### src/rtl/glitch_pkg.sv
// glitch_pkg: shared state encoding and config register map for the glitch sequencer.
package glitch_pkg;

    typedef enum logic [2:0] {
        ST_IDLE    = 3'd0,
        ST_ARMED   = 3'd1,
        ST_HOLDOFF = 3'd2,
        ST_PULSE   = 3'd3,
        ST_GAP     = 3'd4,
        ST_DONE    = 3'd5
    } state_t;

    // Register map: width/gap pairs are interleaved after holdoff and ctrl.
    localparam int REG_HOLDOFF = 0;
    localparam int REG_CTRL    = 1;
    localparam int REG_W_BASE  = 2;
    localparam int REG_G_BASE  = 3;

    // Ctrl register fields: [0] idle polarity, [CTR_WIDTH-1:1] pulse count minus one.
    localparam int CTRL_POL_BIT = 0;
    localparam int CTRL_NP_LSB  = 1;

endpackage

### src/rtl/glitch_pulse_table.sv
// glitch_pulse_table: config register file (holdoff, ctrl, per-pulse width/gap).
// Writes land only while the sequencer is idle; refused writes raise a one-cycle
// reject flag on the cycle after the write strobe.
module glitch_pulse_table
    import glitch_pkg::*;
#(
    parameter int CTR_WIDTH  = 32,
    parameter int NUM_PULSES = 4,
    parameter int ADDR_W     = 4,
    parameter int IDX_W      = 2
) (
    input  logic                 i_clk,
    input  logic                 i_rst,
    input  logic                 i_we,
    input  logic [ADDR_W-1:0]    i_addr,
    input  logic [CTR_WIDTH-1:0] i_wdata,
    input  logic                 i_open,
    output logic                 o_rej,
    output logic [CTR_WIDTH-1:0] o_holdoff,
    output logic                 o_polarity,
    output logic [IDX_W-1:0]     o_npm1,
    input  logic [IDX_W-1:0]     i_w_idx,
    output logic [CTR_WIDTH-1:0] o_width,
    input  logic [IDX_W-1:0]     i_g_idx,
    output logic [CTR_WIDTH-1:0] o_gap
);

    localparam int NUM_REGS = 2 + 2 * NUM_PULSES;

    logic [CTR_WIDTH-1:0] r_holdoff;
    logic                 r_polarity;
    logic [IDX_W-1:0]     r_npm1;
    logic [CTR_WIDTH-1:0] r_width [NUM_PULSES];
    logic [CTR_WIDTH-1:0] r_gap   [NUM_PULSES];
    logic                 r_rej;

    logic                 w_in_range;
    logic                 w_wr;
    logic [CTR_WIDTH-2:0] w_np_field;
    logic [IDX_W-1:0]     w_np_sat;

    assign w_in_range = (32'(i_addr) < 32'(NUM_REGS));
    assign w_wr       = i_we & i_open & w_in_range;
    assign w_np_field = i_wdata[CTR_WIDTH-1:CTRL_NP_LSB];
    // A pulse count larger than the table clamps to the last table entry.
    assign w_np_sat   = (w_np_field > (CTR_WIDTH-1)'(NUM_PULSES - 1)) ?
                        IDX_W'(NUM_PULSES - 1) : w_np_field[IDX_W-1:0];

    // Config storage, written only while idle.
    always_ff @(posedge i_clk) begin
        if (i_rst) begin
            r_holdoff  <= '0;
            r_polarity <= 1'b0;
            r_npm1     <= '0;
            for (int i = 0; i < NUM_PULSES; i++) begin
                r_width[i] <= '0;
                r_gap[i]   <= '0;
            end
        end else if (w_wr) begin
            if (i_addr == ADDR_W'(REG_HOLDOFF)) begin
                r_holdoff <= i_wdata;
            end else if (i_addr == ADDR_W'(REG_CTRL)) begin
                r_polarity <= i_wdata[CTRL_POL_BIT];
                r_npm1     <= w_np_sat;
            end else begin
                for (int i = 0; i < NUM_PULSES; i++) begin
                    if (i_addr == ADDR_W'(REG_W_BASE + 2 * i)) r_width[i] <= i_wdata;
                    if (i_addr == ADDR_W'(REG_G_BASE + 2 * i)) r_gap[i]   <= i_wdata;
                end
            end
        end
    end

    // Reject flag: busy sequencer or address past the end of the map.
    always_ff @(posedge i_clk) begin
        if (i_rst) r_rej <= 1'b0;
        else       r_rej <= i_we & (~i_open | ~w_in_range);
    end

    assign o_rej      = r_rej;
    assign o_holdoff  = r_holdoff;
    assign o_polarity = r_polarity;
    assign o_npm1     = r_npm1;
    assign o_width    = r_width[i_w_idx];
    assign o_gap      = r_gap[i_g_idx];

endmodule

### src/rtl/glitch_sequencer.sv
// glitch_sequencer: multi-pulse glitch generator. After arm and a trigger edge it
// releases target reset, waits a holdoff, then emits up to NUM_PULSES pulses.
// Build macro TRIG_SYNC_EN: when defined, trig passes a 2-flop synchroniser
// (2 extra cycles of trigger latency); otherwise trig must be clk-synchronous.
//
//  state   | meaning
//  IDLE    | config writable, target held in reset, glitch at idle level
//  ARMED   | waiting for a trig 0->1 edge
//  HOLDOFF | target released, counting holdoff
//  PULSE   | glitch active for width of current pulse
//  GAP     | glitch idle between pulses
//  DONE    | shot complete, target stays released, re-arm allowed
module glitch_sequencer
    import glitch_pkg::*;
#(
    parameter  int CTR_WIDTH  = 32,
    parameter  int NUM_PULSES = 4,
    localparam int ADDR_W     = $clog2(2 + 2 * NUM_PULSES),
    localparam int IDX_W      = (NUM_PULSES > 1) ? $clog2(NUM_PULSES) : 1
) (
    input  logic                 i_clk,
    input  logic                 i_rst,
    input  logic                 i_cfg_we,
    input  logic [ADDR_W-1:0]    i_cfg_addr,
    input  logic [CTR_WIDTH-1:0] i_cfg_wdata,
    output logic                 o_cfg_rej,
    input  logic                 i_arm,
    input  logic                 i_abort,
    input  logic                 i_trig,
    output logic                 o_glitch,
    output logic                 o_target_release,
    output logic                 o_armed,
    output logic                 o_busy,
    output logic                 o_done,
    output logic [IDX_W-1:0]     o_pulse_idx
);

    state_t               r_state, w_next;
    logic [CTR_WIDTH-1:0] r_ctr;
    logic [IDX_W-1:0]     r_pulse_idx;
    logic                 r_trig_q;
    logic                 w_trig_s, w_trig_edge;
    logic                 w_ctr_zero, w_last;
    logic [IDX_W-1:0]     w_w_idx, w_npm1;
    logic [CTR_WIDTH-1:0] w_holdoff, w_width, w_gap;
    logic                 w_polarity;

`ifdef TRIG_SYNC_EN
    logic r_trig_s1, r_trig_s2;

    // Two-flop synchroniser for an asynchronous trigger source.
    always_ff @(posedge i_clk) begin
        if (i_rst) begin
            r_trig_s1 <= 1'b0;
            r_trig_s2 <= 1'b0;
        end else begin
            r_trig_s1 <= i_trig;
            r_trig_s2 <= r_trig_s1;
        end
    end
    assign w_trig_s = r_trig_s2;
`else
    assign w_trig_s = i_trig;
`endif

    // Trigger history updates in every state so a level held across arm never fires.
    always_ff @(posedge i_clk) begin
        if (i_rst) r_trig_q <= 1'b0;
        else       r_trig_q <= w_trig_s;
    end

    assign w_trig_edge = w_trig_s & ~r_trig_q;
    assign w_ctr_zero  = (r_ctr == '0);
    assign w_last      = (r_pulse_idx == w_npm1);
    // Width lookup points at the upcoming pulse: W_0 from holdoff, W_(i+1) from a gap.
    assign w_w_idx     = (r_state == ST_GAP) ? r_pulse_idx + 1'b1 : '0;

    glitch_pulse_table #(
        .CTR_WIDTH  (CTR_WIDTH),
        .NUM_PULSES (NUM_PULSES),
        .ADDR_W     (ADDR_W),
        .IDX_W      (IDX_W)
    ) u_table (
        .i_clk      (i_clk),
        .i_rst      (i_rst),
        .i_we       (i_cfg_we),
        .i_addr     (i_cfg_addr),
        .i_wdata    (i_cfg_wdata),
        .i_open     (r_state == ST_IDLE),
        .o_rej      (o_cfg_rej),
        .o_holdoff  (w_holdoff),
        .o_polarity (w_polarity),
        .o_npm1     (w_npm1),
        .i_w_idx    (w_w_idx),
        .o_width    (w_width),
        .i_g_idx    (r_pulse_idx),
        .o_gap      (w_gap)
    );

    // State register.
    always_ff @(posedge i_clk) begin
        if (i_rst) r_state <= ST_IDLE;
        else       r_state <= w_next;
    end

    // Next-state logic; abort outranks everything but reset.
    always_comb begin
        w_next = r_state;
        if (i_abort) begin
            w_next = ST_IDLE;
        end else begin
            case (r_state)
                ST_IDLE:    if (i_arm)       w_next = ST_ARMED;
                ST_ARMED:   if (w_trig_edge) w_next = ST_HOLDOFF;
                ST_HOLDOFF: if (w_ctr_zero)  w_next = ST_PULSE;
                ST_PULSE:   if (w_ctr_zero)  w_next = w_last ? ST_DONE : ST_GAP;
                ST_GAP:     if (w_ctr_zero)  w_next = ST_PULSE;
                ST_DONE:    if (i_arm)       w_next = ST_ARMED;
                default:                     w_next = ST_IDLE;
            endcase
        end
    end

    // Down-counter: loaded on entry to a timed state, then counts to zero and holds.
    always_ff @(posedge i_clk) begin
        if (i_rst)
            r_ctr <= '0;
        else if (w_next != r_state && w_next == ST_HOLDOFF)
            r_ctr <= w_holdoff;
        else if (w_next != r_state && w_next == ST_PULSE)
            r_ctr <= w_width;
        else if (w_next != r_state && w_next == ST_GAP)
            r_ctr <= w_gap;
        else if (!w_ctr_zero)
            r_ctr <= r_ctr - 1'b1;
    end

    // Pulse index restarts at the first pulse and advances at each gap->pulse step.
    always_ff @(posedge i_clk) begin
        if (i_rst)
            r_pulse_idx <= '0;
        else if (r_state == ST_HOLDOFF && w_next == ST_PULSE)
            r_pulse_idx <= '0;
        else if (r_state == ST_GAP && w_next == ST_PULSE)
            r_pulse_idx <= w_w_idx;
    end

    // Moore outputs decoded from the current state.
    always_comb begin
        o_glitch         = w_polarity;
        o_target_release = 1'b0;
        o_armed          = 1'b0;
        o_busy           = 1'b0;
        o_done           = 1'b0;
        case (r_state)
            ST_ARMED: o_armed = 1'b1;
            ST_HOLDOFF, ST_GAP: begin
                o_busy           = 1'b1;
                o_target_release = 1'b1;
            end
            ST_PULSE: begin
                o_busy           = 1'b1;
                o_target_release = 1'b1;
                o_glitch         = ~w_polarity;
            end
            ST_DONE: begin
                o_done           = 1'b1;
                o_target_release = 1'b1;
            end
            default: ;
        endcase
    end

    assign o_pulse_idx = r_pulse_idx;

endmodule
### config.mk
export PLATFORM = sky130hd
export DESIGN_NAME = glitch_sequencer
export DESIGN_NICKNAME = d
export VERILOG_FILES = /design/src/rtl/glitch_pkg.sv /design/src/rtl/glitch_pulse_table.sv /design/src/rtl/glitch_sequencer.sv
export SDC_FILE = /design/constraint.sdc
export NUM_CORES = 1
export LEC_CHECK = 0
export ABC_AREA = 1
export BUFFER_PORTS_ARGS = -buffer_cell sky130_fd_sc_hd__buf_2
export CELL_PAD_IN_SITES_DETAIL_PLACEMENT = 0
export CELL_PAD_IN_SITES_GLOBAL_PLACEMENT = 1
export CORE_ASPECT_RATIO = 0.9
export CORE_MARGIN = 4
export CORE_UTILIZATION = 40
export CTS_BUF_LIST = sky130_fd_sc_hd__clkbuf_8
export DETAILED_ROUTE_END_ITERATION = 7
export GPL_ROUTABILITY_DRIVEN = 0
export PLACE_DENSITY_LB_ADDON = 0.08
export SYNTH_ARGS = -nofsm -noshare
export SYNTH_HDL_FRONTEND = slang
export SYNTH_SLANG_ARGS = --single-unit
### constraint.sdc
create_clock -name i_clk -period 9.2 [get_ports i_clk]
set_clock_uncertainty 0.2 [all_clocks]
set_input_delay 0.92 -clock i_clk [delete_from_list [all_inputs] [get_ports i_clk]]
set_output_delay 0.92 -clock i_clk [all_outputs]
set_load 0.01 [all_outputs]
# Word level (Yosys, flattened, before mapping)
# Memory sizes are Yosys's and may differ from the RTL's. A register that Yosys moved wholly into a read port is not among the register bits.
# Index checks and enable logic that the tools add are counted.
[word_totals]
in_bits = 42
n_memories = 2
ramBits = 256
ff_bits = 74
latch_bits = 0
romBits = 0
[mem_list]
columns = ["name", "depth", "word_bits", "rd", "rd_clocked_by_memory_dff", "wr", "line_no", "source"]
rows = [
  ["u_table.r_gap", 4, 32, 1, 1, 4, "glitch_pulse_table.sv:34", "logic [CTR_WIDTH-1:0] r_gap [NUM_PULSES];"],
  ["u_table.r_width", 4, 32, 1, 0, 4, "glitch_pulse_table.sv:33", "logic [CTR_WIDTH-1:0] r_width [NUM_PULSES];"],
]
[op_classes]
mul = 0
n_eq_ne = 20
n_addsub = 2
n_lt_le_gt_ge = 2
div_mod_pow = 0
mux = 78
shifts = 0
n_reduce_logical = 15
n_bitwise = 18
[ops]
columns = ["op", "n"]
rows = [
  ["32-bit 2-to-1 mux", 12],
  ["1-bit 2-to-1 mux", 56],
  ["32-bit logical NOT", 1],
  ["32-bit by 1-bit subtractor with 32-bit output (second input constant)", 1],
  ["31-bit by 2-bit > comparator with 1-bit output (second input constant)", 1],
  ["4-bit by 3-bit equality test with 1-bit output (second input constant)", 4],
  ["3-bit 2-to-1 mux", 5],
  ["3-bit by 2-bit equality test with 1-bit output (second input constant)", 4],
  ["3-bit one-hot mux with 4 select lines", 1],
  ["3-bit equality test (second input constant)", 3],
  ["1-bit OR", 9],
  ["4-bit by 2-bit equality test with 1-bit output (second input constant)", 2],
  ["4-bit equality test (second input constant)", 2],
  ["2-bit 2-to-1 mux", 4],
  ["2-bit OR reduction", 3],
  ["1-bit logical AND", 5],
  ["1-bit inverter", 5],
  ["1-bit AND", 4],
  ["4-bit by 1-bit equality test with 1-bit output (second input constant)", 1],
  ["4-bit logical NOT", 1],
  ["4-bit less-than comparator (second input constant)", 1],
  ["4-bit by 1-bit inequality test with 1-bit output (second input constant)", 1],
  ["4-bit OR reduction", 1],
  ["3-bit by 1-bit equality test with 1-bit output (second input constant)", 1],
  ["7 further kinds", 7],
]

# Depth between registers and ports, before layout
# Gate-level depths: netlist (run 1).
[logic_depth]
word_depth = 10
ltp_mapped = 22
ltp_nobuf = 20

# Hierarchy
# A second synthesis (run 1) with hierarchy kept.
[unflattened]
hier_cells = 1749
hier_area_um2 = 15717.6
[by_module_without_submodules]
columns = ["module", "area_per_inst_um2", "seq_area_each_um2", "cells_per_inst", "n_inst"]
rows = [
  ["glitch_pulse_table", 12353.1, 8408.1, 1197, 1],
  ["glitch_sequencer", 3364.5, 760.7, 552, 1],
]

# Least setup slack after synthesis (run 1)
# OpenSTA, ideal clock, no wires.
[synth_timing]
kind = "input to register"
start = "input port i_cfg_addr[1]"
end = "memory u_table.r_width[1][0] (enable)"
arrival_time_ns = 3.841
path_stages = 7
setup_slack_ns = 4.694
required_time_ns = 8.534
cell_sequence = "inv_1 nand2_1 a21oi_1 nand2_1 nor2_1 inv_1 o21ai_0"
[synth_lines]
columns = ["element", "line_no", "source"]
rows = [
  ["start, declared", "glitch_sequencer.sv:24", "input logic [ADDR_W-1:0] i_cfg_addr,"],
  ["end, declared", "glitch_pulse_table.sv:33", ""],
]

# Final worst setup path (run 1)
[layout_timing]
start = "register r_state[2]"
end = "register r_ctr[17]"
[layout_between]
elab_chain_len = 9
elab_cells_between_ends = 27
classes_between = "10 x eq/ne; 10 x mux; 6 x reduce/logical; 1 x memory"
[layout_lines]
columns = ["element", "line_no", "source"]
rows = [
  ["start, declared", "glitch_sequencer.sv:38", "state_t r_state, w_next;"],
  ["start signal, assigned", "glitch_sequencer.sv:103", "else r_state <= w_next;"],
  ["3-bit equality test (tied with other cells)", "glitch_sequencer.sv:112", "case (r_state)"],
  ["2-bit OR reduction (no source line)", "--", ""],
  ["3-bit one-hot mux with 4 select lines", "glitch_sequencer.sv:112", ""],
  ["3-bit 2-to-1 mux", "glitch_sequencer.sv:109", "if (i_abort) begin"],
  ["3-bit inequality test / 3-bit equality test (equally long branches)", "glitch_sequencer.sv:128, glitch_sequencer.sv:130, glitch_sequencer.sv:132", ""],
  ["1-bit logical AND", "glitch_sequencer.sv:132", "else if (w_next != r_state && w_next == ST_GAP)"],
  ["32-bit 2-to-1 mux", "glitch_sequencer.sv:132", ""],
  ["32-bit 2-to-1 mux", "glitch_sequencer.sv:130", "else if (w_next != r_state && w_next == ST_PULSE)"],
  ["32-bit 2-to-1 mux", "glitch_sequencer.sv:128", "else if (w_next != r_state && w_next == ST_HOLDOFF)"],
  ["end signal, assigned", "glitch_sequencer.sv:129", "r_ctr <= w_holdoff;"],
  ["end signal, assigned", "glitch_sequencer.sv:131", "r_ctr <= w_width;"],
  ["end signal, assigned", "glitch_sequencer.sv:133", "r_ctr <= w_gap;"],
  ["end, declared", "glitch_sequencer.sv:39", "logic [CTR_WIDTH-1:0] r_ctr;"],
]
# Several ways; a longest one is shown, not always the timed one.
# A chain may end at the register's enable or synchronous reset.

==> results.toml, run 1 <==
[clocking]
cts_sinks = 332
cts_hold_buf = 0
post_cts_buffers = 0
post_cts_resized = 0
clk_latency_ns = 0.66
clk_pin_slew_ns = 0.07
htreeDepth = 2
clock-root-buffer = "clkbuf_8"
clockBufferDepth = 3
cts_tree = "built"
cts_buffers = 56

[global_routing]
grt_util_all_layers = 0.2476
grt_max_degree = 66
grt_pass1_vias = 11869
gr-total-overflow = 0
grt_first_pass_wirelength_um = 77850
antenna_found_initial = 0

[worst_setup_path]
cp_max_fo = 23
crit_path_end_kind = "flip-flop"
worstPathArrival_ns = 4.21
r2r_start = "r_state[2]"
path_class = "reg -> reg"
rr_endpoint = "r_ctr[17]"
cp_data_required_time_ns = 9.52
crit_path_start = "r_state[2]"
endpoint = "r_ctr[17]"
rr_worst_depth = 14
worst_setup_path_start_kind = "flip-flop"
rrSetupSlack_ns = 5.32

[pwr]
p_switching_uw = 1283
switching_share = 0.3239
p_comb_frac = 0.223
ir_drop_v = 0.00009934
powerDensity_nw_per_um2 = 229.2
internal-power_uw = 2678
clkPwrFrac = 0.322
seqPwrFrac = 0.454
p_leak_uw = 0.006976

[detailed_routing]
ant_nets = 0
wl_per_cell_um = 23.69
vias = 12105
drt_iter0_markers = 1189
wirelength_um = 52400
drt-pass1-iter-count = 5
drc_errors = 0
viasPerCell = 5.472

[timing]
slew_headroom = 0.1914
period_needed_ns = 3.885
tns_ns = 0
setup_viol = 0
max_freq_mhz = 257.4
hold_slack_ns = 0.2629
worstMarginPinSlew_ns = 1.212
hold_viol = 0
fin_crit_sh = 0.4223
rsz0062_at_grt = "false"
slew_violations = 0

[die]
fp.dieH_um = 194.4
initial_utilization = 0.4100
ios = 50
row_count = 67
coreArea_sq_um = 37640
die_area_sq_um = 41800
die_x_um = 215.1

[finish]
finalNonFillerCells = 2212
design_area_sq_um = 17280
nNetsFinal = 1726
antenna_cells = 0
utilization = 0.4591
post_route_cells_drive_above_1_share = 0.1336
syn_to_final_growth_pct = 11.96

[yosys]
synth_edf_count = 256
seq_area_frac_synth = 0.5967
synth_seq_cells = 332
ys_async_sr_fraction = 0
netlist_instances = 1643
syn_nets = 1686
yosys_warnings = 0
ys.flop_type = "edfxtp_1"
yosys.cell_types.count = 46
synthesis.area_sq_um = 15430
avgSynthCellArea_sq_um = 9.394

[placed_design]
dpl_cell_area_sq_um = 16200
hpwl_um = 32260
port_buffers = 49
placed_cells = 2108

[job]
max_cap_violations = 0

[min_path]
hold_class = "in -> reg"

[status]
status = "completed"
## area by class of cell
type,instances,area (sq um)
fill,3713,20360
sequential,332,9210
multi-input combinational,1139,5643
clock buffer,67,922.1
tap,483,604.3
timing repair buffer,76,447.9
inverter,78,292.8
clock inverter,37,158.9
## cell families (layout without fill, tap and decap cells)
logic type                 count (synthesis)  in the layout  share of synthesized area
adders and majority gates                  1              1                  0.0008106
muxes                                      1              1                  0.0007296
and+or+nand+nor                          796            796                     0.2234
buffers and inverters                    172            258                    0.04556
DFF                                      332            332                     0.5967
AOI/OAI and AO/OA                        311            311                     0.1158
xor gates and xnor gates                  30             30                    0.01702
## routing by layer
| metal | GRT usage | wire length, um | up-vias |
|---|---|---|---|
| li1 | - | - | 5670 |
| met1 | 0.3613 | 24110 | 5968 |
| met2 | 0.3855 | 23380 | 404 |
| met3 | 0.04465 | 3771 | 63 |
| met4 | 0.06178 | 1134 | 0 |
| met5 | 0 | 0 | - |
## per-stage QoR
stage | total power (uW) | setup slack [ns]
final | 3961 | 5.315
after global routing | 4183 | 5.018
after CTS | 3991 | 5.265
after detailed placement | 2710 | 5.073
after global placement | 2713 | 5.150
after floorplan | 2470 | 4.694
## registers in the layout (all words and copies together) (netlist names), named ones only
name                flops
r_state                 3
o_pulse_idx             2
r_ctr                  32
u_table.o_holdoff      32
u_table.o_npm1          2
u_table.r_gap         128
u_table.r_width       128
u_table.o_rej           1
u_table.o_polarity      1
r_trig_q                1
## worst max-delay path, stage by stage (launching register included)
cell      delay [ns]
dfxtp_1         0.52
inv_1           0.14
nand2_1         0.34
nand2_1         0.08
o21ai_0         0.08
nand2_1         0.07
a21oi_1         0.22
nand3b_4        0.13
nand3_1         0.10
nand2_2         0.11
a21oi_4         0.60
nand2_1         0.54
or2_2           0.44
nand3_1         0.09
nor2_1          0.05
## synth_stat cells, types with 10 or more instances
cell type    n  area share
o21bai_1    25       0.012
xnor2_1     13      0.0074
nand3_1     76       0.025
nor2_1     408       0.099
xor2_1      17      0.0096
o21ai_0    148       0.048
clkinv_1    33      0.0080
or2_2       26       0.011
clkbuf_1    76       0.018
a21oi_1     71       0.023
nand2_1    215       0.052
inv_1       43       0.010
o211ai_1    18      0.0088
dfxtp_1     76       0.099
nand4_1     10      0.0041
nand3b_1    11      0.0054
edfxtp_1   256        0.50
o22ai_1     25       0.010
## power groups by stage
stage	Sequential (uW)	Combinational, uW	Clock [uW]
CTS	1800	885	1310
global placement	1830	881	0
global route	1810	998	1380
detailed placement	1830	879	0
finish	1800	885	1280
floorplan	1800	667	0
## placed cells by master (no fill, tap or decap), types with 10 or more instances in the layout
cell type / netlist / layout
clkbuf_8: 0 / 67
or2_2: 26 / 26
o211ai_1: 18 / 18
buf_4: 4 / 27
nand2_1: 215 / 215
nand3b_1: 11 / 11
clkinv_1: 33 / 35
nand4_1: 10 / 10
inv_1: 43 / 70
o21bai_1: 25 / 25
nor2_1: 408 / 406
edfxtp_1: 256 / 256
xor2_1: 17 / 17
nand3_1: 76 / 76
buf_2: 4 / 49
a21oi_1: 71 / 70
o21ai_0: 148 / 142
xnor2_1: 13 / 13
dfxtp_1: 76 / 75
o22ai_1: 25 / 25
## how the worst min path moves through the flow
stage | start | endpoint | depth (start not counted)
3_3_place_gp | u_table.o_holdoff[30] | r_ctr[30] | 2
6_report | i_trig | r_trig_q | 3
3_5_place_dp | u_table.o_holdoff[30] | r_ctr[30] | 2
2_1_floorplan | u_table.o_holdoff[26] | r_ctr[26] | 2
5_1_grt | i_trig | r_trig_q | 3
4_1_cts | i_trig | r_trig_q | 3
Power figures use the tool's default switching activity.
==> run 2, diff against run 1 <==
--- a/config.mk
+++ b/config.mk
@@ -5,7 +5,7 @@
 export SDC_FILE = /design/constraint.sdc
 export NUM_CORES = 1
 export LEC_CHECK = 0
-export ABC_AREA = 1
+export ABC_AREA = 0
 export BUFFER_PORTS_ARGS = -buffer_cell sky130_fd_sc_hd__buf_2
 export CELL_PAD_IN_SITES_DETAIL_PLACEMENT = 0
 export CELL_PAD_IN_SITES_GLOBAL_PLACEMENT = 1
==> constraint.sdc (replaced) <==
create_clock -name i_clk -period 3.35 [get_ports i_clk]
set_clock_uncertainty 0.2 [all_clocks]
set_input_delay 0.335 -clock i_clk [delete_from_list [all_inputs] [get_ports i_clk]]
set_output_delay 0.335 -clock i_clk [all_outputs]
set_load 0.01 [all_outputs]
==> results.toml, run 2 <==
[pwr]
power_uw = 11000
p_leak_uw = 0.006718
powerDensity_nw_per_um2 = 605.6
ir_drop_v = 0.0002792

[clocking]
cts_tree = "built"
cts_sinks = 332
clock-root-buffer = "clkbuf_8"
cts_buffers = 56
clk_latency_ns = 0.63
clk_pin_slew_ns = 0.07
htreeDepth = 2
clockBufferDepth = 3

[timing]
max_freq_mhz = 313.7
rsz0062_at_grt = "false"
slew_violations = 0
setup_viol = 0
hold_viol = 0
worstMarginPinSlew_ns = 0.7381
slew_headroom = 0.5034
hold_slack_ns = 0.05707
fin_crit_sh = 0.9514
layout_setup_ws_ns = 0.1627
period_needed_ns = 3.187

[status]
status = "completed"

[detailed_routing]
wirelength_um = 44150
drt_iter0_markers = 728
viasPerCell = 5.395
vias = 10499
drc_errors = 0
ant_nets = 0
wl_per_cell_um = 22.69
drt-pass1-iter-count = 5

[finish]
syn_to_final_growth_pct = 17.84
nNetsFinal = 1460
layout_common_cells = "and2_1, edfxtp_1, nand2_1"
post_route_cells_drive_above_1_share = 0.1777
layout_commonest_cell = "and2_1"
final.fill_count = 3421
design_area_sq_um = 18160
antenna_cells = 0
largestRegisters = "u_table.r_gap: 128 flops, u_table.r_width: 128 flops"
finalNonFillerCells = 1946

[placed_design]
pre_cts_ws_ns = 0.09047
hpwl_um = 28590
placed_cells = 1806
dpl_cell_area_sq_um = 16640
port_buffers = 49

[worst_setup_path]
rr_worst_depth = 7
crit_path_start = "r_ctr[14]"
r2r_start = "r_ctr[14]"
crit_path_end_kind = "flip-flop"
cp_max_fo = 10
cp_data_required_time_ns = 3.69
rr_endpoint = "r_ctr[4]"
path_class = "reg -> reg"
worstPathArrival_ns = 3.53
worst_setup_path_start_kind = "flip-flop"
rrSetupSlack_ns = 0.16

[die]
initial_utilization = 0.4095
row_count = 67
die_x_um = 214.9
die_area_sq_um = 41740
coreArea_sq_um = 37640
fp.dieH_um = 194.2
ios = 50

[yosys]
synthesis.area_sq_um = 15410
synth_area_leader_cell = "edfxtp_1"
yosys_warnings = 0
yosysTopAreaCellShare = 0.4988
avgSynthCellArea_sq_um = 11.81
seq_area_frac_synth = 0.5975
ys_async_sr_fraction = 0
ys_top_cells_by_count = "and2_1, edfxtp_1, nand2_1"
synth_edf_count = 256
yosys.cell_types.count = 64
netlist_instances = 1305
ys.flop_type = "edfxtp_1"
synth_most_common_cell = "and2_1"
synth_area_leaders = "edfxtp_1, and2_1, dfxtp_1"
syn_nets = 1348
synth_seq_cells = 332

[global_routing]
gr-total-overflow = 0
grt_max_degree = 46
grt_util_all_layers = 0.2112
grt_first_pass_wirelength_um = 67120
antenna_found_initial = 0
grt_pass1_vias = 10560

[job]
max_cap_violations = 0

[min_path]
min_from = "i_cfg_addr[1]"
hold_depth = 4
hold_class = "in -> reg"
whs_endpoint = "u_table.o_rej"
run 2: cells by family (layout without fill, tap and decap cells):
| kind of cell | count (synthesis) | count (layout) | synth area share |
|---|---|---|---|
| AND/OR/NAND/NOR | 587 | 587 | 0.2102 |
| flip-flops | 332 | 332 | 0.5975 |
| AO/OA/AOI/OAI | 202 | 202 | 0.08800 |
| buffers and inverters | 105 | 263 | 0.02655 |
| multiplexers | 51 | 51 | 0.06162 |
| XOR/XNOR | 27 | 27 | 0.01534 |
| adder cells (fa/ha/maj) | 1 | 1 | 0.0008117 |
run 2: area by class of cell:
class	count	area [sq um]	area share
Sequential cell	332	9211	0.5072
Multi-Input combinational cell	868	5971	0.3287
Timing Repair Buffer	149	1199	0.06600
Clock buffer	63	867.1	0.04774
Tap cell	483	604.3	0.03327
Clock inverter	41	272.8	0.01502
Inverter	10	37.54	0.002067
run 2: metrics by stage:
stage,setup TNS [ns],utilization
5_1_grt,0,0.4825
2_1_floorplan,-2.945,-
4_1_cts,0,0.4820
3_5_place_dp,0,0.4421
6_report,0,0.4825
3_3_place_gp,0,0.4421
run 2: worst max path at each step:
stage | to | depth (start not counted)
final | r_ctr[4] | 7
after global placement | r_ctr[12] | 8
after CTS | r_ctr[12] | 8
after detailed placement | r_ctr[12] | 8
after floorplan | u_table.r_width[0][0] | 5
after global routing | r_ctr[4] | 7
run 2: critical path, stage by stage, from the launching register on:
cell and delay (ns):
dfxtp_1 0.35, or4_4 0.58, or4b_4 0.58, or4_4 0.51, a31o_1 0.22, a21o_1 0.20
buf_4 0.19, nor4_1 0.27
run 2: per-layer routing:
metal,vias to the layer above,track usage,share of wire
li1,4986,-,-
met1,5212,0.3040,0.47
met3,65,0.03400,0.042
met4,0,0.06291,0.024
met2,236,0.3315,0.46
met5,-,0,0
run 2: what timing repair did:
item | 4_1_cts | 5_1_grt
hold buffers | 36 | 0
endpoints found under the setup margin | 0 | 7
resized for setup | 0 | 3
hold endpoints to repair | 293 | 0
buffers inserted | 0 | 0
run 2: where the power goes:
group	internal (uW)	switching, uW
combinational	1010	1400
clock	2030	1680
sequential	4700	179
==> run 3, diff against run 2 <==
--- a/config.mk
+++ b/config.mk
@@ -18,4 +18,6 @@
 export PLACE_DENSITY_LB_ADDON = 0.08
 export SYNTH_ARGS = -nofsm -noshare
 export SYNTH_HDL_FRONTEND = slang
+export SYNTH_HIERARCHICAL = 1
 export SYNTH_SLANG_ARGS = --single-unit
+export TNS_END_PERCENT = 1
==> results.toml, run 3 <==
[finish]
post_route_cells_drive_above_1_share = 0.2307
largestRegisters = "u_table/r_gap: 128 flops, u_table/r_width: 128 flops"
nNetsFinal = 1370
multi_input_area_sq_um = 5892
seq_area_sq_um = 9174
layout_common_cells = "and2_1, edfxtp_1, nand2_1"
layout_commonest_cell = "and2_1"
utilization = 0.4874
syn_to_final_growth_pct = 19.14
final.fill_count = 3347

[yosys]
synthSimpleGateAreaFrac = 0.1963
yosys.cell_types.count = 71
synth_edf_count = 256
avgSynthCellArea_sq_um = 12.97
synth_area_leaders = "edfxtp_1, and2_1, dfxtp_1"
syn_nets = 1228
synth_most_common_cell = "and2_1"
synthAdderAreaFrac = 0.0008143
ys_top_cells_by_count = "and2_1, edfxtp_1, nand2_1"
synth_top_family_by_area = "simple AND/OR/NAND/NOR gates"
yosysTopAreaCellShare = 0.5003
ys_async_sr_fraction = 0
synth_seq_cells = 330
ys.flop_type = "edfxtp_1"
synthesis.area_sq_um = 15360
muxShareOfSynthArea = 0.09454
synth_compound_area_frac = 0.06515
synth_area_leader_cell = "edfxtp_1"
synth-xor-area-share = 0.01938
yosys_warnings = 6
netlist_instances = 1185
seq_area_frac_synth = 0.5967

[worst_setup_path]
rr_worst_depth = 10
cp_max_fo = 7
worstPathArrival_ns = 3.46
crit_path_end_kind = "flip-flop"
cp.depth = 10
path_class = "reg -> reg"
slowest_delay_ns = 0.59
cp_data_required_time_ns = 3.66
worstPathCellList = "or4_1 -> nand4bb_1 -> buf_4 -> nor4_4 -> a311oi_4 -> buf_4 -> nand2_1 -> buf_4 -> o211ai_1 -> a311oi_2"
rrSetupSlack_ns = 0.21
cp_num_buf_inv = 3
r2r_start = "r_ctr[14]"
critPathTopFamily = "simple AND/OR/NAND/NOR gates"
cpMaxStageDelayCell = "or4_1"
rr_endpoint = "r_ctr[27]"
worst_setup_path_start_kind = "flip-flop"
crit_top_cell = "buf_4"

[detailed_routing]
ant_nets = 0
drt_iter0_markers = 704
drt-pass1-iter-count = 5
drc_errors = 0
viasPerCell = 5.441
wl_per_cell_um = 24.61
wirelength_um = 45740
vias = 10115

[timing]
max_freq_mhz = 318.0
hold_viol = 0
period_needed_ns = 3.145
layout_setup_ws_ns = 0.2052
slew_violations = 0
fin_crit_sh = 0.9388
setup_viol = 0
worstMarginPinSlew_ns = 0.8693
slew_headroom = 0.4205
rsz0062_at_grt = "false"

[placed_design]
pre_cts_ws_ns = 0.08598
port_buffers = 49
hpwl_um = 27690

[die]
row_count = 67
die_area_sq_um = 41620
initial_utilization = 0.4091
ios = 50
coreArea_sq_um = 37560
fp.dieH_um = 193.9
die_x_um = 214.6

[min_path]
hold_depth = 6
whs_endpoint = "r_ctr[0]"
min_from = "i_arm"
hold_class = "in -> reg"

[global_routing]
grt_util_all_layers = 0.2180
grt_pass1_vias = 10372
gr-total-overflow = 0
grt_max_degree = 33
grt_first_pass_wirelength_um = 68330
antenna_found_initial = 4

[pwr]
p_leak_uw = 0.006718
internal-power_uw = 7698
clkPwrFrac = 0.346
switching_share = 0.2826
ir_drop_v = 0.0002861
p_comb_frac = 0.198
seqPwrFrac = 0.456
p_switching_uw = 3032
powerDensity_nw_per_um2 = 586.1

[clocking]
cts_tree = "built"
cts_buffers = 55
clk_pin_slew_ns = 0.06
cts_sinks = 330
clock-root-buffer = "clkbuf_8"
htreeDepth = 2
clk_latency_ns = 0.62
clockBufferDepth = 3

[status]
status = "completed"

[job]
max_cap_violations = 0
## run 3: repair_timing
action | CTS | global route
hold buffers | 46 | 0
buffers inserted | 0 | 1
hold endpoints to repair | 287 | 0
endpoints found under the setup margin | 0 | 27
resized for setup | 0 | 2
## run 3: kinds of logic after synthesis
group,Yosys count
simple gates,520
buf+inv,86
fa+ha+maj,1
flops,330
xor+xnor,34
compound gates,149
mux,65
## run 3: cell type report
class,instances,share of cell area
Sequential cell,330,0.5011
Multi-Input combinational cell,769,0.3219
Timing Repair Buffer,166,0.07928
Clock buffer,67,0.05037
Tap cell,483,0.03301
Clock inverter,37,0.01305
Inverter,5,0.001025
Antenna cell,2,0.0002734
## run 3: power by group through the flow
stage	clock (uW)	sequential [uW]	combinational [uW]
floorplan	0	4930	1390
CTS	3810	4890	2120
finish	3710	4890	2130
detailed placement	0	4980	2070
global route	3990	4930	2350
global placement	0	4980	2070
## run 3: worst register-to-register path, cell delays in order, from the launching register on
cell and delay, ns:
dfxtp_1 0.34, or4_1 0.59, nand4bb_1 0.27, buf_4 0.20, nor4_4 0.42, a311oi_4 0.06, buf_4 0.19, nand2_1 0.22
buf_4 0.19, o211ai_1 0.09, a311oi_2 0.27
## run 3: metrics by stage
step                TNS (ns)  total power (uW)  std cells  hold WS [ns]  instance area [sq um]
CTS                        0             10830       1856        0.1461                  18290
finish                     0             10730       1859        0.1915                  18310
floorplan             -83.45              6315       1185        0.2119                  15370
detailed placement         0              7047       1706        0.2483                  16670
global route               0             11270       1858        0.2105                  18300
global placement           0              7046       1706        0.2421                  16670
## run 3: routing by layer
| layer | vias up | GRT usage | wire length, um |
|---|---|---|---|
| met2 | 279 | 0.3502 | 21220 |
| li1 | 4689 | - | - |
| met1 | 5061 | 0.3117 | 20880 |
| met3 | 82 | 0.03698 | 2687 |
| met5 | - | 0 | 21 |
| met4 | 4 | 0.05330 | 933 |
## run 3: worst max path at each step
stage / start / to / slack (ns)
global route: r_ctr[14] / r_ctr[5] / 0.01
CTS: r_ctr[14] / r_ctr[0] / 0.1
detailed placement: r_ctr[14] / r_ctr[0] / 0.09
finish: r_ctr[14] / r_ctr[27] / 0.21
floorplan: r_state[1] / u_table/r_gap[1][0] / -0.87
global placement: r_ctr[14] / r_ctr[0] / 0.21
